<file path="src/rtl/apb_master_arbiter.sv">
// Round-robin arbiter/sequencer that shares one apb_master between NUM_REQ requesters.
// The winner's command is latched and driven to the master until PREADY_i, then
// read data and error status are returned to that requester with a one-cycle DONE_o.
// Optional build macro: APB_ARB_TIMEOUT_EN bounds the WAIT state to TIMEOUT_CYCLES.
module apb_master_arbiter #(
    parameter int unsigned NUM_REQ        = 2,
    parameter int unsigned ADDR_WIDTH     = 8,
    parameter int unsigned DATA_WIDTH     = 8,
    parameter int unsigned PSEL_WIDTH     = 1,
    parameter int unsigned TIMEOUT_CYCLES = 16
) (
    input  logic                             PCLK_i,
    input  logic                             PRESET_i,
    input  logic [NUM_REQ-1:0]               REQ_i,
    input  logic [NUM_REQ-1:0]               REQ_WRITE_i,
    input  logic [NUM_REQ*ADDR_WIDTH-1:0]    REQ_ADDR_i,
    input  logic [NUM_REQ*DATA_WIDTH-1:0]    REQ_WDATA_i,
    input  logic [NUM_REQ*PSEL_WIDTH-1:0]    REQ_PSEL_i,
    output logic [NUM_REQ-1:0]               GNT_o,
    output logic [NUM_REQ-1:0]               DONE_o,
    output logic [DATA_WIDTH-1:0]            RDATA_o,
    output logic                             SLVERR_o,
    output logic [1:0]                       PMODE_o,
    output logic [ADDR_WIDTH-1:0]            PADDR_o,
    output logic [DATA_WIDTH-1:0]            PWDATA_o,
    output logic [PSEL_WIDTH-1:0]            PSEL_o,
    input  logic                             PREADY_i,
    input  logic [DATA_WIDTH-1:0]            PRDATA_i,
    input  logic                             PSLVERR_i
);

    localparam int unsigned IdxW = (NUM_REQ > 1) ? $clog2(NUM_REQ) : 1;

    typedef enum logic [1:0] {StIdle, StWait, StDone, StRelease} state_e;

    state_e state_q, state_d;

    logic [NUM_REQ-1:0]    gnt_q, gnt_d;
    logic [NUM_REQ-1:0]    done_q, done_d;
    logic [DATA_WIDTH-1:0] rdata_q, rdata_d;
    logic                  slverr_q, slverr_d;
    logic [1:0]            pmode_q, pmode_d;
    logic [ADDR_WIDTH-1:0] paddr_q, paddr_d;
    logic [DATA_WIDTH-1:0] pwdata_q, pwdata_d;
    logic [PSEL_WIDTH-1:0] psel_q, psel_d;
    logic [IdxW-1:0]       last_q, last_d;

    logic [IdxW-1:0]       win_idx;
    logic                  win_found;
    logic                  timed_out;

`ifdef APB_ARB_TIMEOUT_EN
    localparam int unsigned CntW = $clog2(TIMEOUT_CYCLES + 1);

    logic [CntW-1:0] tmo_q, tmo_d;

    // WAIT-cycle counter: cleared on entry to WAIT, counts every WAIT cycle.
    always_comb begin
        tmo_d = tmo_q;
        if (state_q == StIdle) begin
            tmo_d = '0;
        end else if (state_q == StWait) begin
            tmo_d = tmo_q + 1'b1;
        end
    end

    // Timeout counter register.
    always_ff @(posedge PCLK_i) begin
        if (!PRESET_i) begin
            tmo_q <= '0;
        end else begin
            tmo_q <= tmo_d;
        end
    end

    // Fires on the edge that ends the TIMEOUT_CYCLES-th WAIT cycle.
    assign timed_out = (tmo_q == CntW'(TIMEOUT_CYCLES - 1));
`else
    assign timed_out = 1'b0;
`endif

    // Round-robin search starting one past the last winner, wrapping modulo NUM_REQ.
    always_comb begin : arbitrate
        int unsigned     cand;
        logic [IdxW-1:0] cand_idx;
        win_found = 1'b0;
        win_idx   = '0;
        cand      = 0;
        cand_idx  = '0;
        for (int unsigned i = 1; i <= NUM_REQ; i++) begin
            cand     = (32'(last_q) + i) % NUM_REQ;
            cand_idx = IdxW'(cand);
            if (!win_found && REQ_i[cand_idx]) begin
                win_found = 1'b1;
                win_idx   = cand_idx;
            end
        end
    end

    // State register.
    always_ff @(posedge PCLK_i) begin
        if (!PRESET_i) begin
            state_q <= StIdle;
        end else begin
            state_q <= state_d;
        end
    end

    // Next-state logic.
    always_comb begin
        state_d = state_q;
        unique case (state_q)
            StIdle:    if (win_found) state_d = StWait;
            StWait:    if (PREADY_i || timed_out) state_d = StDone;
            StDone:    state_d = StRelease;
            StRelease: state_d = StIdle;
            default:   state_d = StIdle;
        endcase
    end

    // Next values of the registered outputs and the round-robin pointer.
    always_comb begin
        gnt_d    = gnt_q;
        done_d   = '0;
        rdata_d  = rdata_q;
        slverr_d = slverr_q;
        pmode_d  = pmode_q;
        paddr_d  = paddr_q;
        pwdata_d = pwdata_q;
        psel_d   = psel_q;
        last_d   = last_q;
        unique case (state_q)
            StIdle: begin
                if (win_found) begin
                    gnt_d          = '0;
                    gnt_d[win_idx] = 1'b1;
                    pmode_d        = {1'b1, REQ_WRITE_i[win_idx]};
                    paddr_d        = REQ_ADDR_i[32'(win_idx) * ADDR_WIDTH +: ADDR_WIDTH];
                    pwdata_d       = REQ_WDATA_i[32'(win_idx) * DATA_WIDTH +: DATA_WIDTH];
                    psel_d         = REQ_PSEL_i[32'(win_idx) * PSEL_WIDTH +: PSEL_WIDTH];
                    last_d         = win_idx;
                end
            end
            StWait: begin
                // A real PREADY takes priority over a coincident timeout.
                if (PREADY_i) begin
                    rdata_d  = pmode_q[0] ? '0 : PRDATA_i;
                    slverr_d = PSLVERR_i;
                    pmode_d  = 2'b00;
                    done_d   = gnt_q;
                end else if (timed_out) begin
                    rdata_d  = '0;
                    slverr_d = 1'b1;
                    pmode_d  = 2'b00;
                    done_d   = gnt_q;
                end
            end
            StDone: begin
                gnt_d    = '0;
                rdata_d  = '0;
                slverr_d = 1'b0;
            end
            StRelease: begin
                pmode_d = 2'b00;
            end
            default: begin
                pmode_d = 2'b00;
            end
        endcase
    end

    // Output and pointer registers; reset abandons any transfer without a DONE.
    always_ff @(posedge PCLK_i) begin
        if (!PRESET_i) begin
            gnt_q    <= '0;
            done_q   <= '0;
            rdata_q  <= '0;
            slverr_q <= 1'b0;
            pmode_q  <= 2'b00;
            paddr_q  <= '0;
            pwdata_q <= '0;
            psel_q   <= '0;
            last_q   <= IdxW'(NUM_REQ - 1);
        end else begin
            gnt_q    <= gnt_d;
            done_q   <= done_d;
            rdata_q  <= rdata_d;
            slverr_q <= slverr_d;
            pmode_q  <= pmode_d;
            paddr_q  <= paddr_d;
            pwdata_q <= pwdata_d;
            psel_q   <= psel_d;
            last_q   <= last_d;
        end
    end

    assign GNT_o    = gnt_q;
    assign DONE_o   = done_q;
    assign RDATA_o  = rdata_q;
    assign SLVERR_o = slverr_q;
    assign PMODE_o  = pmode_q;
    assign PADDR_o  = paddr_q;
    assign PWDATA_o = pwdata_q;
    assign PSEL_o   = psel_q;

endmodule

</file>
<file path="config.mk">
export PLATFORM = sky130hd
export DESIGN_NAME = apb_master_arbiter
export DESIGN_NICKNAME = d
export VERILOG_FILES = /design/src/rtl/apb_master_arbiter.sv
export SDC_FILE = /design/constraint.sdc
export NUM_CORES = 1
export LEC_CHECK = 0
export CORE_MARGIN = 1.5
export CORE_UTILIZATION = 58
export DETAILED_ROUTE_END_ITERATION = 8
export DONT_BUFFER_PORTS = 1
export GPL_TIMING_DRIVEN = 0
export PLACE_DENSITY = 0.82
export SYNTH_ARGS = -nofsm -noshare
export SYNTH_HDL_FRONTEND = slang
export SYNTH_SLANG_ARGS = --single-unit
</file>
<file path="constraint.sdc">
create_clock -name PCLK_i -period 3.8 [get_ports PCLK_i]
set_clock_uncertainty 0.15 [all_clocks]
set_input_delay 0.38 -clock PCLK_i [delete_from_list [all_inputs] [get_ports PCLK_i]]
set_output_delay 0.38 -clock PCLK_i [all_outputs]
set_load 0.01 [all_outputs]
</file>
Word level (Yosys, flattened, before mapping)
Cells that the tools add are included.
Storage, ports and cells
  bits in latches: 0
  flip-flop bits (word level): 35
  output and inout port bits: 32
  memories kept: 0
  memory bits (read-only): 0
  bits of input ports: 50
  bits in writable memories: 0
Cells by class
  equality and inequality tests: 5
  muxes and demuxes: 25
  bitwise operators: 0
  order comparisons: 4
  div/mod/pow operators: 0
  shift-type cells: 3
  $mul: 0
  $add $sub $neg: 2
  reductions and logical operators: 13
Operators by type and width (number)
  16-bit by 5-bit indexed part select with 8-bit output: 2
  8-bit two-way mux: 2
  8-bit one-hot mux with 2 select lines: 1
  1-bit two-way mux: 12
  2-bit two-way mux: 5
  2-bit one-hot mux with 4 select lines: 1
  2-bit AND reduction: 4
  1-bit by 2-bit less-than comparator with 1-bit output (second input constant): 3
  2-bit one-hot mux with 3 select lines: 1
  3-bit AND reduction: 2
  2-bit == test (second input constant): 2
  2-bit != test (second input constant): 2
  2-bit one-hot mux with 2 select lines: 1
  2-bit nonzero test: 2
  3-bit nonzero test: 1
  1-bit adder (second input constant): 2
  2-bit by 1-bit == test with 1-bit output (second input constant): 1
  1-bit logical AND: 2
  2-bit logical NOT: 1
  1-bit one-hot mux with 2 select lines: 1
  2-bit by 2-bit indexed part select with 1-bit output: 1
  1-bit demux with 1-bit select: 1
  1-bit >= comparator (second input constant): 1
  1-bit logical NOT: 1

Longest topological paths before layout
  word-level depth: 13
  depth in mapped cells: 6

Worst setup path after synthesis
Ideal clock, no wire load.
  kind: register -> register
  start point: reg state_q[1]
  end point: reg state_q[0]
  clock period less this slack: 1740 ps
  arrival time: 1475 ps
  path slack: 2060 ps
  cell stages (with the launch flop): 7
  cell sequence: dfxtp_1 > inv_1 > ha_1 > clkbuf_1 > nor2b_1 > or4_1 > and3_1
Between the ends
  word-level cells in the longest chain between the ends: 3
  elaborated cells between the ends (all ways): 8
  those cells by class: 5 x eq/ne; 1 x mux; 2 x reduce/logical
RTL lines
  start: declaration: RTL line 36  | state_e state_q, state_d;
  start signal: assignment: RTL line 103  | state_q <= StIdle;
  start signal: assignment: RTL line 105  | state_q <= state_d;
  2-bit by 1-bit == test with 1-bit output / 2-bit logical NOT (equally long branches): RTL line 112  | unique case (state_q)
  2-bit != test (no line)
  2-bit AND reduction (no line)
Several ways; a longest one is shown, not always the timed one.
A chain may end at the register's enable or synchronous reset.

Worst setup path in the final report
Ends and elaborated chain as after synthesis.

==> run metrics <==
first-pass GRT wire length=4860 µm; routed via count=1351; Final #Nets=246; worst reg-to-reg path cell count=6; largest net degree at the start of global routing=12; final-layout fill cell count=227; Sink Count=35; number of port buffers=0; Clk pin slew, worst setup/hold paths=0.11 ns; CTS-repair resized insts=0; Slew Limit Fails=0; Required @ worst endpoint=3.90 ns; htree depth=2; CTS tree=done; clk buf depth=2; routed wire length=3440 µm; YS warnings=0; Period minus WS final=1.89 ns; Static Leak=0.000627 µW; largest fanout on the critical path=7; CP arrival=1.99 ns; antenna violations before repair=0; Pre-Repair DR Iteration Count=4; RD Place Congestion=0.676; die width=54.1 µm; M2 GR Usage=0.398; post-synth cell types=29; top cell type by total area after synthesis=dfxtp_1; Synth top cells by count=nand2_1, dfxtp_1, o21ai_0; top_reg_cell synth=dfxtp_1; Synth Net Count=239; Synth Instances=184; placed cell count=214; clock latency on the worst-skew pair=0.34 ns; Synth Cell Area=1520 µm²; HPWL Detailed=2530 µm; most numerous cell in the Yosys netlist=nand2_1; gr busiest metal=met2; Tot GR Track Use=0.237; Final Hold Viols=0; routed len/inst=15.5 µm; headroom to the max-slew limit=0.658; Slew @ Worst Pin=0.511 ns; Yosys top cell area share=0.462; Final period util=0.497; Seq cells post-synth=35; P&R area growth vs syn=5.95%; final setup fails=0; Die Area=2930 µm²; Ant. Diodes=0; GRT overflow=0; CP max stage delay=0.40 ns; Initial Util=0.612; die height=54.1 µm; Hold-fix buffers, CTS=0; DR vias/cell=6.09; FP Rows=18; mean post-synth cell area=8.23 µm²; share of post-route cells with drive strength above 1=0.0885; Starting DRT DRC Count=24; TritonCTS Buffers=5; # Max-Cap Violations=0; core area=2480 µm²; WS Path Type=register to register; met1 Usage GRT=0.251; sequential element share of the synthesized area=0.462; Setup Fix Bufs, Post-CTS=0; Synth area leaders=dfxtp_1, nand2_1, o21ai_0, a31oi_1, ha_1; worst ir drop on vdd=0.000484 V; Worst setup EP type=register; Max Clock Freq=530 MHz; RSZ-0062 raised after global routing=false; hold depth=2; PD cells=745 nW/µm²; number of global-route vias before repair=1104; final setup TNS=0 ns; fraction of synthesis flops using an asynchronous set or reset pin=0; DRC=0; DRT antenna net count=0; Ports=82; status=completed; Critical Path Start Type=register; clock root buffer=clkbuf_4; Finished Layout Cells=222; Post-synth EDFFs=0; CP Cell Sequence=inv_1 -> ha_1 -> clkbuf_1 -> nor2b_1 -> or4_1 -> and3_1; Hold Path Class=input port to register; Crit-path slowest cell=dfxtp_1; GR met3 Demand/Resource=0.119
==> logic make-up (layout without fill, tap and decap cells) <==
family,after synthesis,after routing,share of synthesized area
buf+inv,16,24,0.0462
simple gates,66,66,0.201
mux,3,3,0.0231
flops,35,35,0.462
fa+ha+maj,5,5,0.0413
compound gates,59,59,0.225
==> cells in the final DEF, fill, tap and decap left out, drive strengths merged <==
cell and count:
clkinv 3, a21bo 1, a21boi 1, ha 5, nand3 8, a21oi 12
nor2 3, nand2 44, nor3b 2, nor2b 2, o21a 3, buf 4
o21ai 22, clkbuf 12, and3 2, o211ai 1, o31ai 1, or4b 1
a31oi 17, o22ai 1, dfxtp 35, or4 1, inv 5, and4 2
nand4b 1, mux2 1, mux2i 2
==> power by group <==
group          switching (µW)  internal, µW  leakage (µW)  total [µW]
combinational             248           155      0.000304         403
sequential                121           480      0.000288         602
clock                     123          68.8     0.0000347         192
total                     493           704      0.000627        1200
==> flip-flops by register name (all words and copies together), names as in the netlist, 2 cells and up <==
register and count:
PMODE_o 2, PWDATA_o 8, DONE_o 2, GNT_o 2, RDATA_o 8, PADDR_o 8, state_q 2
==> worst max-delay path, delay by kind of cell (launching register included) <==
kind / cells / cell delay [ns]
buffers and inverters: 2 / 0.27
adder cells (fa/ha/maj): 1 / 0.18
flip-flops: 1 / 0.40
AND/OR/NAND/NOR: 3 / 0.80
==> worst paths after layout <==
check,endpoint,from,slack (ns)
max,state_q[0],state_q[1],1.91
min,RDATA_o[5],PRDATA_i[5],0.02
max reg2reg,state_q[0],state_q[1],1.91
min reg2reg,SLVERR_o,SLVERR_o,0.35
==> per-layer routing <==
metal / up-vias / routed length, µm
met5: - / 0
met2: 67 / 1720
met3: 6 / 342
met1: 618 / 1340
met4: 0 / 38
li1: 660 / -
==> per-stage QoR <==
step                 util  hold slack [ns]  total power (µW)  cell area (µm²)  setup WS (ns)
floorplan               -            0.324               911             1520           2.06
global placement    0.627            0.336               981             1550           1.97
detailed placement  0.627            0.340              1010             1550           1.92
CTS                 0.648           0.0194              1200             1610           1.90
global route        0.648           0.0105              1290             1610           1.75
finish              0.648           0.0237              1200             1610           1.91
==> layout make-up <==
class,count,area [µm²],share of cell area
clock buffers,5,37.5,0.0234
multi-input cells,133,744,0.464
plain buffers,11,51.3,0.0320
inverters,5,18.8,0.0117
flip-flops and latches,35,701,0.436
clock inverters,3,15.0,0.00935
well taps,30,37.5,0.0234
(Power assumes the default switching activity.)
